`config.mk`:
```
export PLATFORM = sky130hd
export DESIGN_NAME = if_fetch_stage
export DESIGN_NICKNAME = d
export VERILOG_FILES = /design/src/rtl/riscv_pkg.sv /design/src/rtl/if_fetch_fifo.sv /design/src/rtl/if_fetch_stage.sv
export SDC_FILE = /design/constraint.sdc
export NUM_CORES = 1
export LEC_CHECK = 0
export CAP_MARGIN = 20
export CORE_MARGIN = 5
export CORE_UTILIZATION = 40
export DETAILED_ROUTE_END_ITERATION = 16
export HOLD_SLACK_MARGIN = 0.12
export PLACE_DENSITY = 0.77
export SLEW_MARGIN = 10
export SYNTH_ARGS = -nofsm -noshare
export SYNTH_HDL_FRONTEND = slang
export SYNTH_SLANG_ARGS = --single-unit
export TNS_END_PERCENT = 1
```
`constraint.sdc`:
```
create_clock -name clk -period 13 [get_ports clk]
set_input_delay 2.6 -clock clk [delete_from_list [all_inputs] [get_ports clk]]
set_output_delay 2.6 -clock clk [all_outputs]
set_load 0.03 [all_outputs]
```
`src/rtl/riscv_pkg.sv`:
```
// Shared fetch-path types and constants: XLEN, NOP encoding, reset PC, buffer entry layout.
// No logic; imported by the fetch stage and its buffer.
package riscv_pkg;

    localparam int XLEN = 32;
    localparam logic [XLEN-1:0] NOP_INST_WORD    = 32'h0000_0013;
    localparam logic [XLEN-1:0] RESET_PC_DEFAULT = 32'h0000_0000;

    typedef struct packed {
        logic [XLEN-1:0] pc;
        logic [XLEN-1:0] inst;
    } fetch_entry_t;

    function automatic logic [XLEN-1:0] pc_plus4(input logic [XLEN-1:0] a);
        return a + 32'd4;
    endfunction

endpackage

```
`src/rtl/if_fetch_fifo.sv`:
```
// 2-entry fetch buffer with simultaneous push/pop and flush; head is combinational, 1-cycle write-to-read.
// Backpressure: a push into a full buffer without a same-cycle pop is ignored, so the producer must track count.
module if_fetch_fifo
    import riscv_pkg::*;
(
    input  logic         clk,
    input  logic         rst,
    input  logic         flush,
    input  logic         push,
    input  fetch_entry_t push_data,
    input  logic         pop,
    output fetch_entry_t head,
    output logic [1:0]   count
);

    fetch_entry_t mem [2];
    logic         wr_ptr;
    logic         rd_ptr;
    logic         do_push;
    logic         do_pop;

    always_comb begin
        do_pop  = pop && (count != 2'd0);
        do_push = push && ((count != 2'd2) || do_pop);
    end

    always_ff @(posedge clk) begin
        if (rst || flush) begin
            wr_ptr <= 1'b0;
            rd_ptr <= 1'b0;
            count  <= 2'd0;
        end else begin
            if (do_push) wr_ptr <= ~wr_ptr;
            if (do_pop)  rd_ptr <= ~rd_ptr;
            count <= count + {1'b0, do_push} - {1'b0, do_pop};
        end
    end

    // Storage needs no reset; count gates whether the head is meaningful.
    always_ff @(posedge clk) begin
        if (do_push && !rst && !flush) mem[wr_ptr] <= push_data;
    end

    assign head = mem[rd_ptr];

endmodule

```
`src/rtl/if_fetch_stage.sv`:
```
// Instruction fetch: owns fetch PC, keeps one imem request in flight, buffers 2 words; 1 inst/clk on a 1-cycle memory.
// Backpressure: stall holds the presented slot and fetch stops once the buffer is full. Option IF_ALIGN_CHECK_EN adds misalign.
module if_fetch_stage
    import riscv_pkg::*;
#(
    parameter logic [31:0] RESET_PC = RESET_PC_DEFAULT,
    parameter logic [31:0] NOP_INST = NOP_INST_WORD
) (
    input  logic        clk,
    input  logic        rst,
    input  logic        stall,
    input  logic        redirect,
    input  logic [31:0] redirect_pc,
    output logic        imem_req,
    output logic [31:0] imem_addr,
    input  logic        imem_ready,
    input  logic        imem_rvalid,
    input  logic [31:0] imem_rdata,
    output logic [31:0] pc,
    output logic [31:0] pc4,
    output logic [31:0] inst,
    output logic        bubble
`ifdef IF_ALIGN_CHECK_EN
    ,
    output logic        misalign
`endif
);

    logic [31:0]  fetch_pc;
    logic [31:0]  out_pc;
    logic [31:0]  tgt;
    logic         outstanding;
    logic         drop;
    logic         fault;
    logic         empty;
    logic         pop;
    logic         push;
    logic         accept;
    logic [2:0]   need;
    logic [1:0]   count;
    fetch_entry_t head;
    fetch_entry_t push_data;

`ifdef IF_ALIGN_CHECK_EN
    logic fault_q;

    assign tgt      = redirect_pc;
    assign fault    = fault_q || (redirect && (redirect_pc[1:0] != 2'b00));
    assign misalign = fault;

    always_ff @(posedge clk) begin
        if (rst)        fault_q <= 1'b0;
        else if (fault) fault_q <= 1'b1;
    end
`else
    assign tgt   = redirect_pc & ~32'd3;
    assign fault = 1'b0;
`endif

    assign empty = (count == 2'd0);
    assign pop   = !stall && !redirect && !empty;
    assign push  = outstanding && imem_rvalid && !drop && !redirect;
    // Slots already claimed after this cycle; the returning word is counted via outstanding.
    assign need  = {1'b0, count} - {2'b0, pop} + {2'b0, outstanding};

    always_comb begin
        imem_req = 1'b0;
        if (rst || drop || fault) begin
            imem_req = 1'b0;
        end else if (redirect) begin
            // Buffer is being flushed; only a not-yet-accepted request may retarget this cycle.
            imem_req = !outstanding;
        end else begin
            imem_req = (!outstanding || imem_rvalid) && (need < 3'd2);
        end
    end

    assign imem_addr = (redirect && !fault) ? tgt : fetch_pc;
    assign accept    = imem_req && imem_ready;

    assign push_data = '{pc: out_pc, inst: imem_rdata};

    if_fetch_fifo u_fifo (
        .clk       (clk),
        .rst       (rst),
        .flush     (redirect),
        .push      (push),
        .push_data (push_data),
        .pop       (pop),
        .head      (head),
        .count     (count)
    );

    always_ff @(posedge clk) begin
        if (rst) begin
            fetch_pc    <= RESET_PC;
            out_pc      <= 32'd0;
            outstanding <= 1'b0;
            drop        <= 1'b0;
        end else begin
            if (redirect)    fetch_pc <= accept ? pc_plus4(tgt) : tgt;
            else if (accept) fetch_pc <= pc_plus4(fetch_pc);

            if (accept) begin
                outstanding <= 1'b1;
                out_pc      <= imem_addr;
            end else if (imem_rvalid) begin
                outstanding <= 1'b0;
            end

            // A response already in flight at redirect belongs to the old path.
            if (imem_rvalid)                  drop <= 1'b0;
            else if (redirect && outstanding) drop <= 1'b1;
        end
    end

    assign bubble = empty || redirect || fault;
    assign pc     = empty ? 32'd0 : head.pc;
    assign pc4    = empty ? 32'd0 : pc_plus4(head.pc);
    assign inst   = bubble ? NOP_INST : head.inst;

endmodule

```
==> qor.txt, run 1 <==
status - complete, no violations
Fillers - 2153
total number of vias - 8128
mapped cell area - 0.0100 mm2
Initial DRC Count - 709
row cnt - 58
detail-routed via count per cell - 5.59
critical path endpoint - imem_req
top cells by area, synth - edfxtp_1 38%, dfxtp_1 14%, mux2i_1 6.3%, nor2_1 4.6%, nor3_1 4.2%
EDFF count, synth - 126
area of the multi-input gates - 0.00454 mm2
setup bufs post-CTS - 0
Synth Area per Inst - 10.5 um2
HP Class - flop to flop
grt ovf - 0
Die W - 168 um
initial core utilization - 40.2%
Max VDD drop - 0.0000760 V
part of the cycle the worst path needs - 75.7%
layout cell share with drive strength beyond 1 - 8.65%
Critical Path Source Type - input port
Die Area - 0.0283 mm2
Total Neg Setup Slack - 0 ns
worst reg2reg setup slack - 7.74 ns
DRC viols - 0
routed wire length - 26.7 mm
clock root cell - clkbuf_16
CTS H-tree lvls - 4
clk sinks - 194
CP Capture Type - primary output
number of synthesized register bits - 194
Core Area - 0.0249 mm2
CTS buffer count - 17
largest net degree at the start of global routing - 76
kind of critical path - input port to primary output
Leak - 3.91 nW
FF+latch area - 0.00515 mm2
Hold Vio Cnt, Final - 0
antenna-violating nets left - 0
Yosys top cell by area - edfxtp_1
drt pass-1 iters - 5
CTS clock-pin slew for the worst setup and hold paths - 0.07 ns
WP data required - 10.40 ns
GRT Total Usage - 18.1%
f_max - 102 MHz
Final Slew Violations - 0
R2R depth - 14
vias in the first global route - 7768
max cap viols - 0
CP max FO - 56
Critical Path AT - 7.24 ns
Synth top area share - 37.8%
wire per inst - 18.4 um
Async S/R FF share, synth - 0%
Nets - 1186
worst clock skew - 0.0158 ns
reg2reg start - u_fifo.count[1]
DIE HEIGHT - 168 um
P per Cell Area - 107 mW/mm2
CTS tree - yes
setup violators final - 0
hold_buf cts - 0
post-synthesis sequential area ratio - 51.4%
Cells after Synth - 952
Post-CTS Resized - 0
Ys Warns - 0
Worst R2R End - fetch_pc[25]
predominant post-synthesis flop cell - edfxtp_1
Period minus WS final - 9.84 ns
Placer Congestion - 0.929
later-pin clock latency in the skew report - 0.43 ns
first-pass GRT wire length - 41.6 mm
Boundary Pins - 200
RSZ-0062 raised after global routing - no
Slew @ Worst Pin - 1.06 ns
Worst slew margin - 29.6%
Tot Pwr - 1.36 mW
synth-to-layout area growth - 27.3%
CTS max path bufs - 2
HPWL after detailed placement - 19.4 mm
initial antenna violation count - 2
PortBufs - 195
count of unique library cells instantiated by Yosys - 64
Worst Setup SP - redirect
## worst min-delay path by stage
stage | startpoint | endpoint | slack, ns | depth (start not counted)
floorplan | out_pc[1] | u_fifo.mem[0][33] | 0.42 | 0
global placement | out_pc[25] | u_fifo.mem[0][57] | 0.43 | 0
detailed placement | out_pc[24] | u_fifo.mem[1][56] | 0.44 | 0
CTS | out_pc[24] | u_fifo.mem[1][56] | 0.46 | 0
global route | out_pc[24] | u_fifo.mem[1][56] | 0.47 | 0
finish | out_pc[24] | u_fifo.mem[1][56] | 0.46 | 0
## layer usage
layer	vias up	wire (um)	global-route usage, %
li1	3864	-	-
met1	3872	11400	24.0
met2	330	12500	28.9
met3	62	1880	3.36
met4	0	958	8.36
met5	-	0	0
## cell type report
type | instances | share of cell area (%)
tap | 330 | 3.24
multi-input combinational | 681 | 35.6
antenna | 2 | 0.0392
clock buffer | 17 | 3.33
clock inverter | 15 | 1.40
inverter | 13 | 0.383
sequential | 194 | 40.4
timing repair buffer | 202 | 15.6
## kinds of logic after synthesis
kind of cell,count (synthesis),synth area share [%]
xor+xnor,53,4.63
buf+inv,78,3.67
compound gates,83,6.23
simple gates,437,22.6
fa+ha+maj,7,0.949
other cells,1,0.0374
mux,99,10.5
flops,194,51.4
## synth_stat cells (11+ instances only)
cell type  number
nor2_1        123
mux2_2         32
and4_1         11
nor3_1         85
nor4_1         31
nand3_1        37
buf_2          14
mux2i_1        63
xnor2_1        46
and2_1         17
dfxtp_1        68
clkbuf_1       31
inv_1          13
edfxtp_1      126
o22ai_1        12
nand2_1        46
nand4_1        31
## stage by stage
step | hold WS, ns | utilization [%] | cells | instance area, um2 | setup slack [ns]
after floorplan | 0.418 | - | 953 | 10000 | 4.84
after global placement | 0.433 | 48.8 | 1420 | 12100 | 3.32
after detailed placement | 0.440 | 48.8 | 1420 | 12100 | 3.15
after CTS | 0.456 | 51.2 | 1452 | 12800 | 3.14
after global routing | 0.475 | 51.3 | 1454 | 12800 | 2.80
final | 0.459 | 51.3 | 1454 | 12800 | 3.16
## cells in the final DEF, fill, tap and decap left out, drive strengths merged, types with 17 or more instances in the layout
cell           Yosys  layout
nor4              32      32
nand4             31      31
inv               13      21
clkbuf            32      17
nand2             46      46
dfxtp             68      68
mux2              34      34
nor2             123     123
xnor2             46      46
and2              17      17
mux2i             64      64
nor3              85      85
nand3             38      38
clkdlybuf4s50      0     193
edfxtp           126     126
## power breakdown
group          total, mW  switching, mW  internal (mW)
clock              0.517          0.256          0.261
combinational      0.159         0.0917         0.0670
sequential         0.688         0.0164          0.672
total               1.36          0.364           1.00
## critical path, cell delays in order
cell	delay (ns)
buf_2	0.07
buf_4	0.52
nor2_1	0.22
inv_1	0.77
nor2_1	0.18
ha_1	0.33
inv_1	0.08
nand2_1	0.07
fa_1	0.42
xnor2_1	0.32
nand3_1	0.33
mux2_2	0.37
nor3_1	0.15
clkdlybuf4s50_1	0.76
## state kept, by name, indices dropped and copies added (netlist names), named ones only
name and count:
u_fifo.mem 126, u_fifo.wr_ptr 1, outstanding 1, drop 1
u_fifo.rd_ptr 1, u_fifo.count 2, out_pc 31, fetch_pc 30
Note: power is estimated with default switching activity, not from simulation.
==> inputs of run 2 (changes only) <==
==> constraint.sdc (replaced) <==
create_clock -name clk -period 9.5 [get_ports clk]
set_input_delay 1.9 -clock clk [delete_from_list [all_inputs] [get_ports clk]]
set_output_delay 1.9 -clock clk [all_outputs]
set_load 0.03 [all_outputs]
==> run 2 against run 1 <==
Compared with the run above:
- critical path depth down 1
- final area up 0.26%
- sequential power up 37%
==> qor.txt, run 2 (synthesis gave the netlist of run 1 again) <==
layout cell share with drive strength beyond 1 - 8.73% (was 8.65%)
Total Neg Setup Slack - 0 ns (unchanged)
P per Cell Area - 149 mW/mm2 (was 107 mW/mm2)
initial core utilization - 40.2% (unchanged)
Post-DP Area - 0.0122 mm2 (was 0.0121 mm2)
WP data required - 7.60 ns (was 10.40 ns)
status - complete, no violations (unchanged)
CTS tree - yes (unchanged)
synth-to-layout area growth - 27.7% (was 27.3%)
Sw Share - 26.4% (was 26.7%)
initial antenna violation count - 2 (unchanged)
Boundary Pins - 200 (unchanged)
max reg flops - 126 (unchanged)
antenna-violating nets left - 0 (unchanged)
PortBufs - 195 (unchanged)
Core Area - 0.0249 mm2 (unchanged)
Critical Path Source Type - input port (unchanged)
DIE HEIGHT - 168 um (unchanged)
later-pin clock latency in the skew report - 0.44 ns (was 0.43 ns)
Placer Congestion - 0.912 (was 0.929)
Slew @ Worst Pin - 1.06 ns (about the same)
Initial DRC Count - 884 (was 709)
reg2reg start - u_fifo.count[1] (unchanged)
Worst Setup SP - redirect (unchanged)
clock root cell - clkbuf_16 (unchanged)
max cap viols - 0 (unchanged)
DRC viols - 0 (unchanged)
GRT Total Usage - 18.5% (was 18.1%)
CTS H-tree lvls - 4 (unchanged)
non-filler cells, final - 1455 (was 1454)
grt ovf - 0 (unchanged)
Final Slew Violations - 0 (unchanged)
NetSw - 0.502 mW (was 0.364 mW)
worst hold start - out_pc[13] (was out_pc[24])
setup violators final - 0 (unchanged)
RSZ-0062 raised after global routing - no (unchanged)
CP Capture Type - primary output (unchanged)
clk sinks - 194 (unchanged)
CTS max path bufs - 2 (unchanged)
drt pass-1 iters - 5 (unchanged)
Tot Pwr - 1.90 mW (was 1.36 mW)
commonest non-fill, non-tap cell in the layout - clkdlybuf4s50_1 (unchanged)
Die W - 168 um (unchanged)
Util after Layout - 51.4% (was 51.3%)
largest registers - u_fifo.mem x126, out_pc x31, fetch_pc x30 (unchanged)
largest net degree at the start of global routing - 76 (unchanged)
CTS clock-pin slew for the worst setup and hold paths - 0.08 ns (was 0.07 ns)
Leak - 3.93 nW (was 3.91 nW)
row cnt - 58 (unchanged)
HP Class - flop to flop (unchanged)
clock network power share - 39.0% (was 37.9%)
Nets - 1187 (was 1186)
Max VDD drop - 0.000126 V (was 0.0000760 V)
hold_buf cts - 0 (unchanged)
Sequential Power Share - 49.6% (was 50.5%)
Post-CTS Resized - 0 (unchanged)
Hold Vio Cnt, Final - 0 (unchanged)
Final Cell Area - 0.0128 mm2 (about the same)
CP max FO - 31 (was 56)
worst clock skew - 0.0129 ns (was 0.0158 ns)
wire per inst - 18.6 um (was 18.4 um)
most flop-heavy register - u_fifo.mem (unchanged)
most frequent cells in the layout - 193 x clkdlybuf4s50_1, 126 x edfxtp_1, 120 x nor2_1, 85 x nor3_1, 67 x dfxtp_1 (unchanged)
Die Area - 0.0283 mm2 (unchanged)
Critical Path AT - 6.03 ns (was 7.24 ns)
detail-routed via count per cell - 5.56 (was 5.59)
dpl cells - 1421 (was 1420)
Power Internal - 1.40 mW (was 1.00 mW)
CTS buffer count - 17 (unchanged)
HPWL after detailed placement - 19.6 mm (was 19.4 mm)
part of the cycle the worst path needs - 83.4%
total number of vias - 8086 (was 8128)
vias in the first global route - 7626 (was 7768)
Worst slew margin - 29.2% (was 29.6%)
Logic pwr share - 11.4% (was 11.6%)
f_max - 126 MHz
Period minus WS final - 7.93 ns
kind of critical path - input port to primary output (unchanged)
first-pass GRT wire length - 42.2 mm (was 41.6 mm)
routed wire length - 27.1 mm (was 26.7 mm)
setup bufs post-CTS - 0 (unchanged)
## run 2: cell types whose count changed in the layout (fill, tap and decap cells not counted), sizes merged
cell    before  now
buf          9   10
inv         21   22
clkinv       7    5
bufinv       0    1
## run 2: routing by layer
metal / track usage, % / wire [um] / part of all wire (%) / up-vias
met5: 0 / 0 / 0 / -
met4: 8.19 / 883 / 3.3 / 0
met3: 4.30 / 2190 / 8.1 / 50
met2: 29.9 / 12700 / 47 / 352
met1: 23.9 / 11300 / 42 / 3818
li1: - / - / - / 3866
## run 2: critical path, cell delays in order
cell             delay (ns)
buf_2                  0.13
nor2_1                 0.33
inv_1                  0.56
nor2_1                 0.37
ha_1                   0.28
inv_1                  0.07
nand2_1                0.07
fa_1                   0.42
xnor2_1                0.33
nand3_1                0.32
mux2_2                 0.35
nor3_1                 0.13
clkdlybuf4s50_1        0.75
## run 2: per-stage QoR
stage	setup slack [ns]	hold slack, ns
6_report	1.57	0.456
5_1_grt	1.33	0.473
4_1_cts	1.54	0.460
3_5_place_dp	1.55	0.448
3_3_place_gp	1.59	0.432
2_1_floorplan	2.74	0.418
## run 2: final timing paths
kind / endpoint / slack (ns) / depth (start not counted)
setup reg to reg: fetch_pc[25] / 4.05 / 14
setup / recovery: imem_req / 1.57 / 13
hold reg to reg: u_fifo.mem[0][45] / 0.46 / 0
hold / removal: u_fifo.mem[0][45] / 0.46 / 0
## run 2: cell type report
type                            instances  area (um2)
Antenna cell                            2        5.00
Clock buffer                           17         425
Clock inverter                         15         205
Fill cell                            2187       12100
Inverter                               13        48.8
Multi-Input combinational cell        681        4540
Sequential cell                       194        5150
Tap cell                              330         413
Timing Repair Buffer                  203        2000
## run 2: power by group through the flow
stage / logic [mW] / registers (mW) / clock network (mW)
after floorplan: 0.124 / 0.952 / 0
after global placement: 0.212 / 0.958 / 0
after detailed placement: 0.214 / 0.961 / 0
after CTS: 0.216 / 0.941 / 0.753
after global routing: 0.232 / 0.944 / 0.789
final: 0.217 / 0.942 / 0.741
==> inputs of run 3 (changes only) <==
--- a/config.mk
+++ b/config.mk
@@ -10,7 +10,7 @@
 export CORE_UTILIZATION = 40
 export DETAILED_ROUTE_END_ITERATION = 16
 export HOLD_SLACK_MARGIN = 0.12
-export PLACE_DENSITY = 0.77
+export PLACE_DENSITY = 0.79
 export SLEW_MARGIN = 10
 export SYNTH_ARGS = -nofsm -noshare
 export SYNTH_HDL_FRONTEND = slang
==> constraint.sdc (replaced) <==
create_clock -name clk -period 6.85 [get_ports clk]
set_input_delay 1.37 -clock clk [delete_from_list [all_inputs] [get_ports clk]]
set_output_delay 1.37 -clock clk [all_outputs]
set_load 0.03 [all_outputs]
==> run 3 against run 2 <==
Compared with the run above:
- worst hold slack lost 0.00079 ns
- sequential power grew 39%
- cell count is essentially flat
- die area is the same
- first-iteration DRC count shrank 12%
- critical path depth is the same
- final area shrank 0.13%
==> qor.txt, run 3 (synthesis gave the netlist of run 1 again) <==
Worst slew margin - 27.9% (was 29.2%)
setup bufs post-CTS - 0 (unchanged)
Leak - 3.93 nW (about the same)
CP max FO - 6 (was 31)
CTS clock-pin slew for the worst setup and hold paths - 0.07 ns (was 0.08 ns)
synth-to-layout area growth - 27.5% (was 27.7%)
Die W - 168 um (unchanged)
crit-path cells - buf_2, nor2_1, inv_1, nor2_1, ha_1, inv_1, nand2_1, fa_1, xnor2_1, nand3_1, mux2_2, nor3_1, buf_12 (was buf_2, nor2_1, inv_1, nor2_1, ha_1, inv_1, nand2_1, fa_1, xnor2_1, nand3_1, mux2_2, nor3_1, clkdlybuf4s50_1)
row cnt - 58 (unchanged)
Logic pwr share - 11.7% (was 11.4%)
CTS max path bufs - 2 (unchanged)
worst clock skew - 0.00916 ns (was 0.0129 ns)
layer with the highest usage - met2 (unchanged)
routed wire length - 27.1 mm (about the same)
area of the multi-input gates - 0.00454 mm2 (unchanged)
drt pass-1 iters - 6 (was 5)
max cap viols - 0 (unchanged)
RSZ-0062 raised after global routing - no (unchanged)
status - complete, no violations (unchanged)
later-pin clock latency in the skew report - 0.42 ns (was 0.44 ns)
Power Internal - 1.96 mW (was 1.40 mW)
Post-CTS Resized - 0 (unchanged)
HP Class - flop to flop (unchanged)
clock network power share - 38.2% (was 39.0%)
Placer Congestion - 0.879 (was 0.912)
Die Area - 0.0283 mm2 (unchanged)
Period minus WS final - 5.93 ns
GR Util met1 - 24.5% (was 23.9%)
FF+latch area - 0.00515 mm2 (unchanged)
max reg flops - 126 (unchanged)
crit path max-delay cell type - nor3_1 (was clkdlybuf4s50_1)
Slew @ Worst Pin - 1.08 ns (was 1.06 ns)
Global Route met2 Usage - 30.0% (was 29.9%)
largest net degree at the start of global routing - 64 (was 76)
Sw Share - 24.7% (was 26.4%)
clk sinks - 194 (unchanged)
most flop-heavy register - u_fifo.mem (unchanged)
Final Slew Violations - 0 (unchanged)
DRC viols - 0 (unchanged)
total number of vias - 8102 (was 8086)
hold_buf cts - 0 (unchanged)
Final Cell Area - 0.0128 mm2 (about the same)
P per Cell Area - 204 mW/mm2 (was 149 mW/mm2)
Nets - 1189 (was 1187)
clock root cell - clkbuf_16 (unchanged)
antenna-violating nets left - 0 (unchanged)
Fillers - 2191 (was 2187)
most frequent cells in the layout - 192 x clkdlybuf4s50_1, 126 x edfxtp_1, 120 x nor2_1, 85 x nor3_1, 67 x dfxtp_1 (was 193 x clkdlybuf4s50_1, 126 x edfxtp_1, 120 x nor2_1, 85 x nor3_1, 67 x dfxtp_1)
Post-DP Area - 0.0122 mm2 (about the same)
layout cell share with drive strength beyond 1 - 8.89% (was 8.73%)
commonest non-fill, non-tap cell in the layout - clkdlybuf4s50_1 (unchanged)
WP data required - 5.48 ns (was 7.60 ns)
HPWL after detailed placement - 19.7 mm (was 19.6 mm)
Critical Path Source Type - input port (unchanged)
GRT Total Usage - 18.6% (was 18.5%)
PortBufs - 195 (unchanged)
setup violators final - 0 (unchanged)
Sequential Power Share - 50.2% (was 49.6%)
CP Capture Type - primary output (unchanged)
CTS H-tree lvls - 4 (unchanged)
initial core utilization - 40.2% (unchanged)
initial antenna violation count - 1 (was 2)
Initial DRC Count - 782 (was 884)
Core Area - 0.0249 mm2 (unchanged)
Critical Path AT - 4.56 ns (was 6.03 ns)
first-pass GRT wire length - 42.4 mm (was 42.2 mm)
wire per inst - 18.6 um (about the same)
kind of critical path - input port to primary output (unchanged)
vias in the first global route - 7809 (was 7626)
Hold Vio Cnt, Final - 0 (unchanged)
NetSw - 0.645 mW (was 0.502 mW)
met3 GRT Util - 3.47% (was 4.30%)
CTS buffer count - 17 (unchanged)
part of the cycle the worst path needs - 86.6%
detail-routed via count per cell - 5.56 (about the same)
largest registers - u_fifo.mem x126, out_pc x31, fetch_pc x30 (unchanged)
DIE HEIGHT - 168 um (unchanged)
Boundary Pins - 200 (unchanged)
CTS tree - yes (unchanged)
worst hold margin - 0.455 ns (was 0.456 ns)
f_max - 169 MHz
Total Neg Setup Slack - 0 ns (unchanged)
grt ovf - 0 (unchanged)
Max VDD drop - 0.000182 V (was 0.000126 V)
Worst path max stage delay - 0.44 ns (was 0.75 ns)
## run 3: cell types whose count changed in the layout (fill, tap and decap cells not counted), moves of 2 or more
| cell | before | now |
|---|---|---|
| inv_6 | 2 | 4 |
| clkinv_8 | 4 | 0 |
| clkinv_2 | 0 | 3 |
| inv_8 | 6 | 2 |
| buf_4 | 8 | 10 |
## run 3: path summary, 6_finish.rpt
kind              startpoint                end  slack [ns]  depth (start not counted)
max                 redirect           imem_req        0.92                         13
min               out_pc[15]  u_fifo.mem[0][47]        0.45                          0
max reg2reg  u_fifo.count[1]       fetch_pc[11]        2.69                         14
min reg2reg       out_pc[15]  u_fifo.mem[0][47]        0.45                          0
## run 3: metal layers
| layer | wire length (um) | share of wire (%) |
|---|---|---|
| met1 | 11100 | 41 |
| met2 | 12600 | 46 |
| met3 | 2290 | 8.5 |
| met4 | 1100 | 4.1 |
| met5 | 0 | 0 |
## run 3: critical path, delay by kind of cell
family / cells / cell delay, ns
XOR/XNOR: 1 / 0.34
adder cells (fa/ha/maj): 2 / 0.68
buffers and inverters: 4 / 0.51
multiplexers: 1 / 0.34
AND/OR/NAND/NOR: 5 / 1.32
## run 3: metrics by stage
stage / utilization (%) / setup slack (ns) / total power [mW] / cells
final: 51.3 / 0.916 / 2.61 / 1456
after CTS: 51.3 / 0.910 / 2.62 / 1455
after detailed placement: 48.9 / 0.935 / 1.63 / 1423
after global routing: 51.3 / 0.680 / 2.70 / 1456
after global placement: 48.9 / 1.00 / 1.62 / 1423
after floorplan: - / 1.15 / 1.49 / 953
## run 3: final cells by class
cell class	instances	share of cell area, %
inverter	13	0.382
antenna	1	0.0196
clock buffer	19	3.47
tap	330	3.23
clock inverter	13	1.17
multi-input combinational	681	35.6
sequential	194	40.3
timing repair buffer	205	15.9
## run 3: power by group through the flow
stage	combinational, mW	clock (mW)	sequential (mW)
final	0.304	0.995	1.31
after global routing	0.324	1.06	1.31
after CTS	0.302	1.01	1.31
after detailed placement	0.299	0	1.33
after global placement	0.295	0	1.33
after floorplan	0.172	0	1.32
